--- src/rtl/ycc_block_frontend_pkg.sv ---
//============================================================================
// Module : jpeg_pre_pkg
// Brief  : Shared types, conversion coefficients and helpers for the YCbCr
//          block front end.
// Rev    : 1.0  initial release
//============================================================================
`default_nettype none

package jpeg_pre_pkg;

    // Widest component the beat structure can carry.
    localparam int c_max_dw = 16;

    typedef struct packed {
        logic [c_max_dw-1:0] y;
        logic [c_max_dw-1:0] cb;
        logic [c_max_dw-1:0] cr;
        logic                chroma_en;
        logic                blk_start;
        logic                blk_end;
    } ycc_beat_t;

    // round(num/den * 2^frac), rounding half away from zero.
    function automatic int coef(input longint num, input longint den, input int frac);
        longint mag;
        mag = (num < 0) ? -num : num;
        mag = ((mag << frac) + den / 2) / den;
        return (num < 0) ? -int'(mag) : int'(mag);
    endfunction

    function automatic int coef_y_r (input int frac); return coef( 299,    1000,    frac); endfunction
    function automatic int coef_y_g (input int frac); return coef( 587,    1000,    frac); endfunction
    function automatic int coef_y_b (input int frac); return coef( 114,    1000,    frac); endfunction
    function automatic int coef_cb_r(input int frac); return coef(-168736, 1000000, frac); endfunction
    function automatic int coef_cb_g(input int frac); return coef(-331264, 1000000, frac); endfunction
    function automatic int coef_cb_b(input int frac); return coef( 5,      10,      frac); endfunction
    function automatic int coef_cr_r(input int frac); return coef( 5,      10,      frac); endfunction
    function automatic int coef_cr_g(input int frac); return coef(-418688, 1000000, frac); endfunction
    function automatic int coef_cr_b(input int frac); return coef(-81312,  1000000, frac); endfunction

    // Clamp a signed value into the unsigned range of a dw-bit component.
    function automatic logic [c_max_dw-1:0] saturate(input longint v, input int dw);
        longint hi;
        hi = (longint'(1) <<< dw) - 1;
        if (v < 0)  return '0;
        if (v > hi) return c_max_dw'(hi);
        return c_max_dw'(v);
    endfunction

endpackage

`default_nettype wire

--- src/rtl/ycc_block_frontend_if.sv ---
//============================================================================
// Module : ycc_block_frontend_if
// Brief  : Pixel-in / YCbCr-out handshake bundle of the block front end.
// Rev    : 1.0  initial release
//============================================================================
`default_nettype none

interface ycc_block_frontend_if #(
    parameter int DATA_W = 8
);
    logic                in_valid;
    logic                in_ready;
    logic [3*DATA_W-1:0] in_rgb;
    logic                mode_gray;
    logic                out_valid;
    logic                out_ready;
    logic [DATA_W-1:0]   out_y;
    logic [DATA_W-1:0]   out_cb;
    logic [DATA_W-1:0]   out_cr;
    logic                out_chroma_en;
    logic                out_blk_start;
    logic                out_blk_end;

    // slave: the front end itself; master: pixel source plus channel chains.
    modport slave (
        input  in_valid, in_rgb, mode_gray, out_ready,
        output in_ready, out_valid, out_y, out_cb, out_cr,
               out_chroma_en, out_blk_start, out_blk_end
    );

    modport master (
        output in_valid, in_rgb, mode_gray, out_ready,
        input  in_ready, out_valid, out_y, out_cb, out_cr,
               out_chroma_en, out_blk_start, out_blk_end
    );
endinterface

`default_nettype wire

--- src/rtl/ycc_block_frontend_convert_pipe.sv ---
//============================================================================
// Module : ycc_convert_pipe
// Brief  : 3-stage fixed-point RGB to YCbCr datapath with a shared stage
//          enable; valid and framing tags shift alongside the data.
// Rev    : 1.0  initial release
//============================================================================
`default_nettype none

module ycc_convert_pipe
    import jpeg_pre_pkg::*;
#(
    parameter int DATA_W    = 8,
    parameter int COEF_FRAC = 14
) (
    input  wire logic                clk,
    input  wire logic                rst,
    input  wire logic                i_en,
    input  wire logic                i_valid,
    input  wire logic [3*DATA_W-1:0] i_rgb,
    input  wire logic                i_gray,
    input  wire logic                i_blk_start,
    input  wire logic                i_blk_end,
    output logic                     o_valid,
    output ycc_beat_t                o_beat
);

    localparam int c_iw = DATA_W + COEF_FRAC + 3;
    typedef logic signed [c_iw-1:0] acc_t;

    // Row-major: Y, Cb, Cr rows; R, G, B columns.
    localparam acc_t c_coef [9] = '{
        acc_t'(coef_y_r (COEF_FRAC)), acc_t'(coef_y_g (COEF_FRAC)), acc_t'(coef_y_b (COEF_FRAC)),
        acc_t'(coef_cb_r(COEF_FRAC)), acc_t'(coef_cb_g(COEF_FRAC)), acc_t'(coef_cb_b(COEF_FRAC)),
        acc_t'(coef_cr_r(COEF_FRAC)), acc_t'(coef_cr_g(COEF_FRAC)), acc_t'(coef_cr_b(COEF_FRAC))
    };
    localparam acc_t                c_round = acc_t'(1) <<< (COEF_FRAC - 1);
    localparam acc_t                c_off   = acc_t'(1) <<< (DATA_W - 1 + COEF_FRAC);
    localparam logic [c_max_dw-1:0] c_mid   = c_max_dw'(1) << (DATA_W - 1);

    acc_t                w_px   [3];
    acc_t                r_prod [9];
    acc_t                r_sum  [3];
    logic [c_max_dw-1:0] w_sat  [3];
    logic [2:0]          r_tag1;
    logic [2:0]          r_tag2;
    logic                r_v1;
    logic                r_v2;

    for (genvar k = 0; k < 3; k++) begin : g_px
        assign w_px[k] = acc_t'(i_rgb[(3-k)*DATA_W-1 -: DATA_W]);
    end

    always_comb begin
        for (int c = 0; c < 3; c++) begin
            w_sat[c] = saturate(longint'(r_sum[c] >>> COEF_FRAC), DATA_W);
        end
    end

    // Tag bits: [2] gray, [1] block start, [0] block end.
    always_ff @(posedge clk) begin
        if (rst) begin
            r_v1    <= 1'b0;
            r_v2    <= 1'b0;
            o_valid <= 1'b0;
            r_tag1  <= '0;
            r_tag2  <= '0;
            o_beat  <= '0;
            for (int i = 0; i < 9; i++) r_prod[i] <= '0;
            for (int i = 0; i < 3; i++) r_sum[i]  <= '0;
        end else if (i_en) begin
            r_v1   <= i_valid;
            r_tag1 <= {i_gray, i_blk_start, i_blk_end};
            for (int c = 0; c < 3; c++) begin
                for (int k = 0; k < 3; k++) begin
                    r_prod[3*c+k] <= w_px[k] * c_coef[3*c+k];
                end
            end

            r_v2     <= r_v1;
            r_tag2   <= r_tag1;
            r_sum[0] <= r_prod[0] + r_prod[1] + r_prod[2] + c_round;
            r_sum[1] <= r_prod[3] + r_prod[4] + r_prod[5] + c_off + c_round;
            r_sum[2] <= r_prod[6] + r_prod[7] + r_prod[8] + c_off + c_round;

            o_valid          <= r_v2;
            o_beat.y         <= w_sat[0];
            o_beat.cb        <= r_tag2[2] ? c_mid : w_sat[1];
            o_beat.cr        <= r_tag2[2] ? c_mid : w_sat[2];
            o_beat.chroma_en <= ~r_tag2[2];
            o_beat.blk_start <= r_tag2[1];
            o_beat.blk_end   <= r_tag2[0];
        end
    end

endmodule

`default_nettype wire

--- src/rtl/ycc_block_frontend.sv ---
//============================================================================
// Module : ycc_block_frontend
// Brief  : RGB block front end: handshake, block framing, per-block gray
//          mode latch and completed-block counter around the YCbCr pipe.
// Rev    : 1.0  initial release
//============================================================================
`default_nettype none

module ycc_block_frontend
    import jpeg_pre_pkg::*;
#(
    parameter int DATA_W    = 8,
    parameter int COEF_FRAC = 14,
    parameter int BLK_PIX   = 64,
    parameter int CNT_W     = 16
) (
    input  wire logic             clk,
    input  wire logic             rst,
    ycc_block_frontend_if.slave   bus,
    output logic [CNT_W-1:0]      blocks_done
);

    localparam int                c_idx_w = (BLK_PIX > 1) ? $clog2(BLK_PIX) : 1;
    localparam logic [c_idx_w-1:0] c_last = c_idx_w'(BLK_PIX - 1);

    logic               w_stall;
    logic               w_en;
    logic               w_in_fire;
    logic               w_first;
    logic               w_gray;
    logic               w_valid;
    ycc_beat_t          w_beat;
    logic [c_idx_w-1:0] r_in_idx;
    logic               r_mode;

    // Whole pipeline advances together; a stalled output blocks the input.
    assign w_stall      = w_valid & ~bus.out_ready;
    assign w_en         = ~w_stall;
    assign bus.in_ready = w_en;
    assign w_in_fire    = bus.in_valid & w_en;

    // Mode is taken live on pixel 0 and held for the rest of the block.
    assign w_first = (r_in_idx == '0);
    assign w_gray  = w_first ? bus.mode_gray : r_mode;

    always_ff @(posedge clk) begin
        if (rst) begin
            r_in_idx <= '0;
            r_mode   <= 1'b0;
        end else if (w_in_fire) begin
            r_in_idx <= (r_in_idx == c_last) ? '0 : r_in_idx + 1'b1;
            if (w_first) r_mode <= bus.mode_gray;
        end
    end

    ycc_convert_pipe #(
        .DATA_W    (DATA_W),
        .COEF_FRAC (COEF_FRAC)
    ) u_pipe (
        .clk         (clk),
        .rst         (rst),
        .i_en        (w_en),
        .i_valid     (bus.in_valid),
        .i_rgb       (bus.in_rgb),
        .i_gray      (w_gray),
        .i_blk_start (w_first),
        .i_blk_end   (r_in_idx == c_last),
        .o_valid     (w_valid),
        .o_beat      (w_beat)
    );

    assign bus.out_valid     = w_valid;
    assign bus.out_y         = w_beat.y[DATA_W-1:0];
    assign bus.out_cb        = w_beat.cb[DATA_W-1:0];
    assign bus.out_cr        = w_beat.cr[DATA_W-1:0];
    assign bus.out_chroma_en = w_beat.chroma_en;
    assign bus.out_blk_start = w_beat.blk_start;
    assign bus.out_blk_end   = w_beat.blk_end;

    // Upper lanes of the shared beat type are always zero at this width.
    if (DATA_W < c_max_dw) begin : g_pad
        logic w_unused;
        assign w_unused = ^{w_beat.y[c_max_dw-1:DATA_W], w_beat.cb[c_max_dw-1:DATA_W],
                            w_beat.cr[c_max_dw-1:DATA_W]};
    end

    always_ff @(posedge clk) begin
        if (rst) begin
            blocks_done <= '0;
        end else if (w_valid && bus.out_ready && w_beat.blk_end) begin
            blocks_done <= blocks_done + 1'b1;
        end
    end

endmodule

`default_nettype wire

--- src/flat_wrapper.sv ---
// flat-port wrapper written by rule: the top's interface ports become plain ports
module ycc_block_frontend_flat import jpeg_pre_pkg::*;
#(
    parameter int DATA_W    = 8,
    parameter int COEF_FRAC = 14,
    parameter int BLK_PIX   = 64,
    parameter int CNT_W     = 16
)
  (clk, rst, blocks_done, bus_in_valid, bus_in_rgb, bus_mode_gray, bus_out_ready, bus_in_ready, bus_out_valid, bus_out_y, bus_out_cb, bus_out_cr, bus_out_chroma_en, bus_out_blk_start, bus_out_blk_end);
  ycc_block_frontend_if #(.DATA_W(DATA_W)) bus_i ();
  input  wire logic clk;
  input  wire logic rst;
  output logic [CNT_W-1:0] blocks_done;
  input wire logic [$bits(bus_i.in_valid)-1:0] bus_in_valid;
  input wire logic [$bits(bus_i.in_rgb)-1:0] bus_in_rgb;
  input wire logic [$bits(bus_i.mode_gray)-1:0] bus_mode_gray;
  input wire logic [$bits(bus_i.out_ready)-1:0] bus_out_ready;
  output wire logic [$bits(bus_i.in_ready)-1:0] bus_in_ready;
  output wire logic [$bits(bus_i.out_valid)-1:0] bus_out_valid;
  output wire logic [$bits(bus_i.out_y)-1:0] bus_out_y;
  output wire logic [$bits(bus_i.out_cb)-1:0] bus_out_cb;
  output wire logic [$bits(bus_i.out_cr)-1:0] bus_out_cr;
  output wire logic [$bits(bus_i.out_chroma_en)-1:0] bus_out_chroma_en;
  output wire logic [$bits(bus_i.out_blk_start)-1:0] bus_out_blk_start;
  output wire logic [$bits(bus_i.out_blk_end)-1:0] bus_out_blk_end;
  assign bus_i.in_valid = bus_in_valid;
  assign bus_i.in_rgb = bus_in_rgb;
  assign bus_i.mode_gray = bus_mode_gray;
  assign bus_i.out_ready = bus_out_ready;
  assign bus_in_ready = bus_i.in_ready;
  assign bus_out_valid = bus_i.out_valid;
  assign bus_out_y = bus_i.out_y;
  assign bus_out_cb = bus_i.out_cb;
  assign bus_out_cr = bus_i.out_cr;
  assign bus_out_chroma_en = bus_i.out_chroma_en;
  assign bus_out_blk_start = bus_i.out_blk_start;
  assign bus_out_blk_end = bus_i.out_blk_end;
  ycc_block_frontend #(.DATA_W(DATA_W), .COEF_FRAC(COEF_FRAC), .BLK_PIX(BLK_PIX), .CNT_W(CNT_W)) u_core (.clk(clk), .rst(rst), .bus(bus_i), .blocks_done(blocks_done));
endmodule
--- config.mk ---
export PLATFORM = sky130hd
export DESIGN_NAME = ycc_block_frontend_flat
export DESIGN_NICKNAME = d
export VERILOG_FILES = /design/src/rtl/ycc_block_frontend_pkg.sv /design/src/rtl/ycc_block_frontend_if.sv /design/src/rtl/ycc_block_frontend_convert_pipe.sv /design/src/rtl/ycc_block_frontend.sv /design/src/flat_wrapper.sv
export SDC_FILE = /design/constraint.sdc
export NUM_CORES = 1
export LEC_CHECK = 0
export BUFFER_PORTS_ARGS = -buffer_cell sky130_fd_sc_hd__clkbuf_2
export CAP_MARGIN = 20
export CORE_UTILIZATION = 66
export CTS_BUF_LIST = sky130_fd_sc_hd__clkbuf_2
export DETAILED_ROUTE_END_ITERATION = 7
export MAX_ROUTING_LAYER = met4
export PLACE_DENSITY_LB_ADDON = 0.2
export SYNTH_ARGS = -nofsm -noshare
export SYNTH_HDL_FRONTEND = slang
export SYNTH_SLANG_ARGS = --single-unit
--- constraint.sdc ---
create_clock -name clk -period 6.55 [get_ports clk]
set_input_delay 1.31 -clock clk [delete_from_list [all_inputs] [get_ports clk]]
set_output_delay 1.31 -clock clk [all_outputs]
set_load 0.02 [all_outputs]
After elaboration in Yosys (flattened, before gate mapping):

Memory sizes are Yosys's and may differ from the RTL's.
Index checks and enable logic that the tools add are counted.

* output and inout bits: 45
* register bits: 59
* bits in writable memories: 300
* input port bits: 29
* word-level logic and storage cells: 105
* memories: 2

Memory list
* u_core.u_pipe.r_prod: depth 9, bits a word 25, rd ports 9, clocked after Yosys merged registers in 0, wr ports 9, RTL line ycc_block_frontend_convert_pipe.sv:41 `acc_t r_prod [9];`
* u_core.u_pipe.r_sum: depth 3, bits a word 25, rd ports 3, clocked after Yosys merged registers in 0, wr ports 3, RTL line ycc_block_frontend_convert_pipe.sv:42 `acc_t r_sum [3];`

* $lt $le $gt $ge: 6
* reduce and logical (&&, ||, !) cells: 3
* add/sub/neg operators: 13
* multiplexer cells: 42
* bitwise operators: 17
* equal/unequal tests: 1
* $mul: 7

Operators by type and width (count)
* 25-bit two-way mux: 12
* 25-bit adder: 6
* 8-bit two-way mux: 14
* 25-bit by 15-bit adder with 25-bit output, second input constant: 3
* 25-bit by 23-bit adder with 25-bit output, second input constant: 2
* 11-bit by 9-bit greater-than comparator with 1-bit output, second input constant: 3
* 11-bit by 1-bit < comparator with 1-bit output, second input constant: 3
* 9-bit by 14-bit multiplier with 23-bit output, second input constant: 1
* 8-bit by 14-bit multiplier with 22-bit output, second input constant: 1
* 9-bit by 13-bit multiplier with 22-bit output, second input constant: 1
* 8-bit by 13-bit multiplier with 21-bit output, second input constant: 1
* 9-bit by 12-bit multiplier with 21-bit output, second input constant: 1
* 9-bit by 10-bit multiplier with 19-bit output, second input constant: 1
* 8-bit by 9-bit multiplier with 17-bit output, second input constant: 1
* 16-bit by 1-bit adder with 16-bit output, second input constant: 1
* 1-bit two-way mux: 15
* 1-bit OR: 12
* 6-bit by 1-bit adder with 6-bit output, second input constant: 1
* 6-bit equality test, second input constant: 1
* 6-bit zero test: 1
* 6-bit two-way mux: 1
* 1-bit NOT: 3
* 1-bit AND: 2
* 1-bit logical AND: 2

Depth between registers and ports, before layout:

Gate-level depths: netlist (run 1).
An unclocked memory read counts as a cell.

* depth after elaboration: 7
* gate-level depth with buffers: 19

Hierarchy:

Synthesis (run 1) repeated with hierarchy kept, for this count alone.

* cell total of the unflattened synthesis: 2377
* area total of the unflattened synthesis: 24262.0 sq um

By module, submodules not included
* ycc_convert_pipe: cells an instance 2246, times used 1, sequential area each 6125.9 sq um, area an instance 23118.4 sq um
* ycc_block_frontend: cells an instance 131, times used 1, sequential area each 460.4 sq um, area an instance 1143.6 sq um

Least setup slack after synthesis (run 1):

OpenSTA, ideal clock, no wires.

* kind: input port to flip-flop
* start point: in bus_out_ready
* end point: mem u_core.u_pipe.r_prod[0][107] (netlist name) (enable)
* data arrival time: 5.352 ns
* stages: 6
* path slack: 0.671 ns
* setup time: 0.527 ns
* path through: nor2b_1 > clkbuf_1 > inv_1 > nor2_1 > clkbuf_1 > inv_1

RTL lines
* start: declaration: RTL line flat_wrapper.sv:17 `input wire logic [$bits(bus_i.out_ready)-1:0] bus_out_ready;`
* end: declaration: RTL line ycc_block_frontend_convert_pipe.sv:41

==> out/results.tsv, run 1 <==
metric	value	unit
status	finished clean	
Routed wire per std cell	18.45	um
max_cap viols	0	
most used flip-flop cell after synthesis	edfxtp_1	
GRT busiest layer	met2	
Die Span X	192.3	um
RSZ-0062 raised after global routing	false	
Worst Clk Skew	0.1202	ns
most frequent cells in the layout	ha_1 (482), inv_1 (395), nor2_1 (201)	
Syn Area/Cell	10.08	um^2
Synth cell types	62	
antenna violations before repair	1	
H-tree depth	2	
CP required	7.32	ns
Async SR Flop Fraction	0	
clock buffer count from CTS	61	
row count	69	
CTS root buf	clkbuf_2	
Max stage delay on crit path	0.55	ns
largest net degree at the start of global routing	94	
crit path max fanout	12	
Fmax achieved	192.3	MHz
Vias/cell	5.731	
vias in the first global route	17187	
port bufs	73	
final setup margin	1.349	ns
final hold vios	0	
Placeable Area	35570	um^2
grt met1 use	0.3962	
DRT iter0 DRCs	845	
Layout area overhead	5.999	%
VDD IR-drop max	0.2690	mV
cell taking the most area after synthesis	ha_1	
via count	17125	
setup bufs post-CTS	0	
Starting Density	0.6719	
met3 usage	0.03928	
post-cts hold buffer count	0	
Worst Path Buf+Inv	4	
CTS Sinks	235	
Hold Path Class	flop to flop	
die area	36980	um^2
Setup crit end kind	flop	
Top-Level Pins	74	
hold_ws	0.4390	ns
Post-synth EDFFs	176	
clk_lat worst skew	1.06	ns
Post-Synthesis Cells	2371	
M2 GR Usage	0.5263	
Synth top area share	0.2523	
synth warn	0	
Final Max Slew Viols	0	
Final Cycle Share	0.7941	
Lkg Pwr	13.09	nW
TritonCTS clock tree	yes	
crit-path cells	clkbuf_2, inv_1, ha_1, ha_1, fa_1, inv_1, fa_1, inv_1, ha_1, a2111oi_0, o31ai_1, a221o_1, a221o_1, o41ai_2, xnor2_1, and2_1	
Final min period	5.201	ns
critical path class	input pin to flop	
TNS Setup	0	ns
CP max-delay cell	fa_1	
FILL cells	2746	
top cells by area, synth	ha_1 (25%), edfxtp_1 (22%), fa_1 (15%)	
Clock Pin Slew Worst Setup and Hold Paths	0.10	ns
first-pass GRT wire length	86930	um
Die Ht	192.3	um
worst-margin pin slew	0.9701	ns
layout cells sized above 1	0.07918	
Post-Syn Nets	3066	
Slew HR	0.3366	
pwr dens	407.8	nW/um^2
remaining global-route overflow	0	
Synth Cell Area	23900	um^2
Tot GR Track Use	0.3172	
Placement Setup Slack	0.3809	ns
Synth Register Bits	235	
clock tree buffer depth	3	
GPL Wtd Cong	0.9624	
Setup Viol. Count Final	0	
drt total wl	55140	um
commonest non-fill, non-tap cell in the layout	ha_1	
crit start category	input pin	
critical path's top delay family	adder cells	
DR DRC count	0	
NumNets Final	3173	
DPL Wire Length	45610	um
ANT nets after route	0	
sequential share of the synthesized area	0.2705	
Critical Path AT	5.97	ns
# resized after CTS	0	
DRT Pass-1 Iters	6	
## registers in the layout (all words and copies together) (netlist names)
register / cells
u_core.blocks_done: 16
u_core.r_in_idx: 6
u_core.r_mode: 1
u_core.u_pipe.o_beat: 27
u_core.u_pipe.o_valid: 1
u_core.u_pipe.r_prod: 144
u_core.u_pipe.r_sum: 32
u_core.u_pipe.r_tag1: 3
u_core.u_pipe.r_tag2: 3
u_core.u_pipe.r_v1: 1
u_core.u_pipe.r_v2: 1
## layout make-up
class / count / area [um^2] / share of cell area
multi-input cells: 1700 / 15810 / 0.6240
diodes: 1 / 2.502 / 0.00009878
clock inverters: 23 / 101.3 / 0.004000
repair buffers: 84 / 447.9 / 0.01768
inverters: 396 / 1491 / 0.05887
clock buffers: 88 / 440.4 / 0.01738
well taps: 461 / 576.8 / 0.02277
flip-flops and latches: 235 / 6466 / 0.2552
## metal layers
metal | vias to the layer above | part of all wire
li1 | 8313 | -
met1 | 8285 | 0.44
met2 | 422 | 0.48
met3 | 105 | 0.044
met4 | 0 | 0.035
met5 | - | 0
## Yosys cell counts, types with 4 or more instances
master,instances
o41ai_1,4
and3_1,14
o31a_1,5
inv_1,396
nor2_1,202
o21a_1,13
ha_1,482
nor2b_1,23
mux2i_1,7
a21o_1,47
a31oi_1,13
a21boi_0,5
nand2b_1,12
and2_1,33
a31o_2,4
or3_1,13
or2_2,10
nand2_1,112
nor4_1,5
nor3_1,41
o21bai_1,5
fa_1,184
o21ai_0,70
a211oi_1,15
and4_1,6
xnor2_1,74
a41o_1,4
o22ai_1,12
a221o_1,7
o211ai_1,5
nor3b_1,10
a21oi_1,111
edfxtp_1,176
clkbuf_1,38
xor2_1,75
nand4_1,17
nand3_1,27
dfxtp_1,59
## worst paths after layout
check,startpoint,end,slack (ns),depth (start not counted)
min,u_core.u_pipe.o_beat[19]$_SDFFE_PP0N_,u_core.u_pipe.o_beat[19]$_SDFFE_PP0N_,0.44,2
min reg2reg,u_core.u_pipe.o_beat[19]$_SDFFE_PP0N_,u_core.u_pipe.o_beat[19]$_SDFFE_PP0N_,0.44,2
max,bus_in_rgb[15],u_core.u_pipe.r_prod[0][124]$_SDFFCE_PN0P_,1.35,16
max reg2reg,u_core.u_pipe.r_prod[0][204]$_SDFFCE_PN0P_,u_core.u_pipe.r_sum[0][19]$_SDFFCE_PN0P_,2.60,13
## power breakdown
group	switching (mW)	total, mW	internal, mW
logic	3.95	6.90	2.95
clock network	0.631	0.998	0.367
registers	0.242	2.44	2.19
## worst min-delay path, stage by stage (launching register included)
cell and delay (ns):
dfxtp_1 0.32, nand2_1 0.05, nand2_1 0.04
## through the flow
step | utilization | power (mW) | cells | area [um^2]
2_1_floorplan | - | 7.540 | 2371 | 23900
3_3_place_gp | 0.6970 | 9.015 | 2876 | 24790
3_5_place_dp | 0.6970 | 9.297 | 2876 | 24790
4_1_cts | 0.7122 | 10.34 | 2987 | 25330
5_1_grt | 0.7123 | 11.33 | 2988 | 25330
6_report | 0.7123 | 10.33 | 2988 | 25330
## cell families after synthesis
logic type,share of synthesized area
flip-flops,0.2705
multiplexers,0.002932
XOR/XNOR,0.05460
AND/OR/NAND/NOR,0.1043
adder cells (fa/ha/maj),0.4064
buffers and inverters,0.06847
AO/OA/AOI/OAI,0.09266
No activity file was read; power rests on OpenSTA's default activity.
==> run 2, diff against run 1 <==
--- a/config.mk
+++ b/config.mk
@@ -5,6 +5,7 @@
 export SDC_FILE = /design/constraint.sdc
 export NUM_CORES = 1
 export LEC_CHECK = 0
+export ABC_AREA = 1
 export BUFFER_PORTS_ARGS = -buffer_cell sky130_fd_sc_hd__clkbuf_2
 export CAP_MARGIN = 20
 export CORE_UTILIZATION = 66
==> constraint.sdc (replaced) <==
create_clock -name clk -period 4.8 [get_ports clk]
set_input_delay 0.96 -clock clk [delete_from_list [all_inputs] [get_ports clk]]
set_output_delay 0.96 -clock clk [all_outputs]
set_load 0.02 [all_outputs]
==> run 2 against run 1 <==
Compared with the run above:
- via count up 30%
- critical endpoint is now u_core.u_pipe.r_prod[0][121]$_SDFFCE_PN0P_
- utilization up 1.6 points
- global-route usage up 4.1 points
- total power up 57%
- critical path type unchanged
- wire length up 25%
==> out/results.tsv, run 2 <==
metric	value	unit	change
via count	22256		was 17.13k
DPL Wire Length	57310	um	was 45610 um
worst hold stages	3		was 2
GRT busiest layer	met2		unchanged
cell taking the most area after synthesis	ha_1		unchanged
Largest Register	u_core.u_pipe.r_prod		unchanged
reg2reg setup slack	1.80	ns	was 2.60 ns
critical path's top delay family	adder cells		unchanged
Hold Path Class	input pin to flop		was flop to flop
setup bufs post-CTS	0		unchanged
CTS Sinks	235		unchanged
Starting Density	0.6766		was 0.6719
Top-Level Pins	74		unchanged
status	finished clean		unchanged
# resized after CTS	0		unchanged
Final min period	3.826	ns	
TNS Setup	0	ns	unchanged
crit path max fanout	6		was 12
clock tree buffer depth	3		unchanged
Synth Cell Area	26450	um^2	was 23900 um^2
first-pass GRT wire length	112300	um	was 86930 um
register area	6466	um^2	unchanged
pwr dens	570.5	nW/um^2	was 407.8 nW/um^2
largest registers	u_core.u_pipe.r_prod (144), u_core.u_pipe.r_sum (32), u_core.u_pipe.o_beat (27)		unchanged
Post-Syn Nets	3882		was 3066
Synth top area share	0.2280		was 0.2523
Die Span X	202.2	um	was 192.3 um
clock buffer count from CTS	60		was 61
die area	40880	um^2	was 36980 um^2
Post-synth EDFFs	176		unchanged
CP required	5.53	ns	was 7.32 ns
Die Ht	202.2	um	was 192.3 um
row count	72		was 69
Final Cycle Share	0.7971		
Syn Area/Cell	8.300	um^2	was 10.08 um^2
sequential share of power	0.206		was 0.236
crit start category	input pin		unchanged
most instantiated library cell after synthesis	inv_1		was ha_1
most instantiated cells after synthesis	inv_1 (604), ha_1 (482), nand2_1 (480)		was ha_1 (482), inv_1 (396), nor2_1 (202)
HP Start	bus_mode_gray		was u_core.u_pipe.o_beat[19]$_SDFFE_PP0N_
Setup crit end kind	flop		unchanged
post-cts hold buffer count	0		unchanged
Placement Setup Slack	-0.02581	ns	was 0.3809 ns
Vias/cell	5.667		was 5.731
DR DRC count	0		unchanged
Synth cell types	55		was 62
Fmax achieved	261.4	MHz	
top cells by area, synth	ha_1 (23%), edfxtp_1 (20%), fa_1 (14%)		was ha_1 (25%), edfxtp_1 (22%), fa_1 (15%)
synth warn	0		unchanged
ANT nets after route	0		unchanged
Max stage delay on crit path	0.69	ns	was 0.55 ns
Routed wire per std cell	17.54	um	was 18.45 um
CTS root buf	clkbuf_2		unchanged
part of the power in the clock network	0.086		was 0.097
worst-margin pin slew	1.131	ns	was 0.9701 ns
Finished Layout Cells	3927		was 2988
antenna violations before repair	1		unchanged
Post-Synthesis Cells	3187		was 2371
net switching power	8.570	mW	was 4.823 mW
Synth Register Bits	235		unchanged
commonest non-fill, non-tap cell in the layout	inv_1		was ha_1
DRT Pass-1 Iters	6		unchanged
GPL Wtd Cong	1.065		was 0.9624
Final Max Slew Viols	0		unchanged
Tot GR Track Use	0.3584		was 0.3172
final hold vios	0		unchanged
max_cap viols	0		unchanged
Placeable Area	39100	um^2	was 35570 um^2
Reg2Reg Launch Point	u_core.u_pipe.r_prod[0][204]$_SDFFCE_PN0P_		unchanged
H-tree depth	2		unchanged
max reg flops	144		unchanged
Worst Clk Skew	0.1140	ns	was 0.1202 ns
worst reg2reg endpoint	u_core.u_pipe.r_sum[0][18]$_SDFFCE_PN0P_		was u_core.u_pipe.r_sum[0][19]$_SDFFCE_PN0P_
Multi-input gate area	17560	um^2	was 15810 um^2
NumNets Final	4057		was 3173
crit-path cells	clkbuf_2, fa_1, buf_4, ha_1, nand2_1, nand2_1, xor2_1, fa_1, inv_1, ha_1, inv_1, nor3_1, nand3_1, a21oi_1, nor2_1		was clkbuf_2, inv_1, ha_1, ha_1, fa_1, inv_1, fa_1, inv_1, ha_1, a2111oi_0, o31ai_1, a221o_1, a221o_1, o41ai_2, xnor2_1, and2_1
sequential share of the synthesized area	0.2445		was 0.2705
Switching Share	0.5279		was 0.4668
VDD IR-drop max	0.4490	mV	was 0.2690 mV
DRT iter0 DRCs	1595		was 845
met3 usage	0.04499		was 0.03928
Clock Pin Slew Worst Setup and Hold Paths	0.10	ns	about the same
Comb power frac	0.707		was 0.668
FILL cells	3093		was 2746
Hold EP	u_core.u_pipe.r_tag1[2]$_SDFFE_PP0N_		was u_core.u_pipe.o_beat[19]$_SDFFE_PP0N_
Slew HR	0.2462		was 0.3366
vias in the first global route	22411		was 17.19k
placed insts	3818		was 2876
port bufs	73		unchanged
CP max-delay cell	fa_1		unchanged
Lkg Pwr	15.28	nW	was 13.09 nW
Critical Path AT	4.56	ns	was 5.97 ns
layout cells sized above 1	0.07952		was 0.07918
Layout area overhead	7.578	%	was 5.999%
TritonCTS clock tree	yes		unchanged
largest net degree at the start of global routing	185		was 94
Worst Path Buf+Inv	4		unchanged
remaining global-route overflow	0		unchanged
critical path class	input pin to flop		unchanged
r2r worst-path depth	17		was 13
drt total wl	68890	um	was 55140 um
most frequent cells in the layout	inv_1 (604), ha_1 (482), nand2_1 (479)		was ha_1 (482), inv_1 (395), nor2_1 (201)
Setup Viol. Count Final	0		unchanged
Pint	7.663	mW	was 5.508 mW
clk_lat worst skew	1.07	ns	was 1.06 ns
most used flip-flop cell after synthesis	edfxtp_1		unchanged
grt met1 use	0.4582		was 0.3962
Async SR Flop Fraction	0		unchanged
M2 GR Usage	0.5763		was 0.5263
final setup margin	0.9738	ns	was 1.349 ns
RSZ-0062 raised after global routing	false		unchanged
==> run 2: cells by family after synthesis <==
kind of cell	after synthesis	share of synthesized area
flops	235	0.2445
compound gates	566	0.1159
buf+inv	643	0.09238
fa+ha+maj	666	0.3672
simple gates	1029	0.1640
xor+xnor	47	0.01556
mux	1	0.0003784
==> run 2: power groups by stage <==
stage / Clock [mW] / Combinational (mW) / Sequential, mW
after floorplan: 0 / 8.10 / 3.28
after global placement: 0 / 10.9 / 3.38
after detailed placement: 0 / 11.2 / 3.40
after CTS: 1.43 / 11.3 / 3.35
after global routing: 1.54 / 13.0 / 3.39
final: 1.40 / 11.5 / 3.35
==> run 2: cell type report <==
| cell class | count | share of cell area |
|---|---|---|
| Multi-Input combinational cell | 2309 | 0.6170 |
| Sequential cell | 235 | 0.2272 |
| Inverter | 608 | 0.08020 |
| Timing Repair Buffer | 148 | 0.03350 |
| Tap cell | 518 | 0.02278 |
| Clock buffer | 81 | 0.01425 |
| Clock inverter | 27 | 0.004925 |
| Antenna cell | 1 | 0.00008794 |
==> run 2: metrics by stage <==
| step | area (um^2) | power, mW | hold slack, ns | utilization |
|---|---|---|---|---|
| after floorplan | 26450 | 11.38 | 0.4437 | - |
| final | 28460 | 16.23 | 0.2486 | 0.7278 |
| after global routing | 28460 | 17.97 | 0.1811 | 0.7278 |
| after CTS | 28450 | 16.08 | 0.2081 | 0.7278 |
| after detailed placement | 27910 | 14.57 | 0.4524 | 0.7138 |
| after global placement | 27910 | 14.27 | 0.4558 | 0.7138 |
==> run 2: worst max path at each step <==
stage | from | to | slack (ns) | depth (start not counted)
after floorplan | bus_in_rgb[16] | u_core.u_pipe.r_prod[0][99]$_SDFFCE_PN0P_ | 0.25 | 15
after global placement | bus_in_rgb[16] | u_core.u_pipe.r_prod[0][99]$_SDFFCE_PN0P_ | -0.005 | 16
after detailed placement | bus_in_rgb[16] | u_core.u_pipe.r_prod[0][99]$_SDFFCE_PN0P_ | -0.03 | 17
after CTS | bus_in_rgb[8] | u_core.u_pipe.r_prod[0][195]$_SDFFCE_PN0P_ | 1.10 | 14
after global routing | bus_in_rgb[16] | u_core.u_pipe.r_prod[0][92]$_SDFFCE_PN0P_ | 0.74 | 16
final | bus_in_rgb[8] | u_core.u_pipe.r_prod[0][121]$_SDFFCE_PN0P_ | 0.97 | 15
==> run 2: metal layers <==
metal / share of wire / wire length (um)
met1: 0.43 / 29680
met2: 0.46 / 31710
met3: 0.067 / 4635
met4: 0.041 / 2858
met5: 0 / 0
==> run 2: worst register-to-register path, cell delays in order (launching register included) <==
cell	delay (ns)
edfxtp_1	0.41
inv_1	0.08
fa_1	0.48
inv_1	0.04
ha_1	0.28
ha_1	0.35
nand2_1	0.08
nor2_1	0.09
nand2_1	0.08
nand2_1	0.07
nand2_1	0.05
nand2_1	0.09
nand2_1	0.06
nand2_1	0.06
nand2_1	0.07
nand3_1	0.07
nand2_1	0.05
nor2_1	0.37
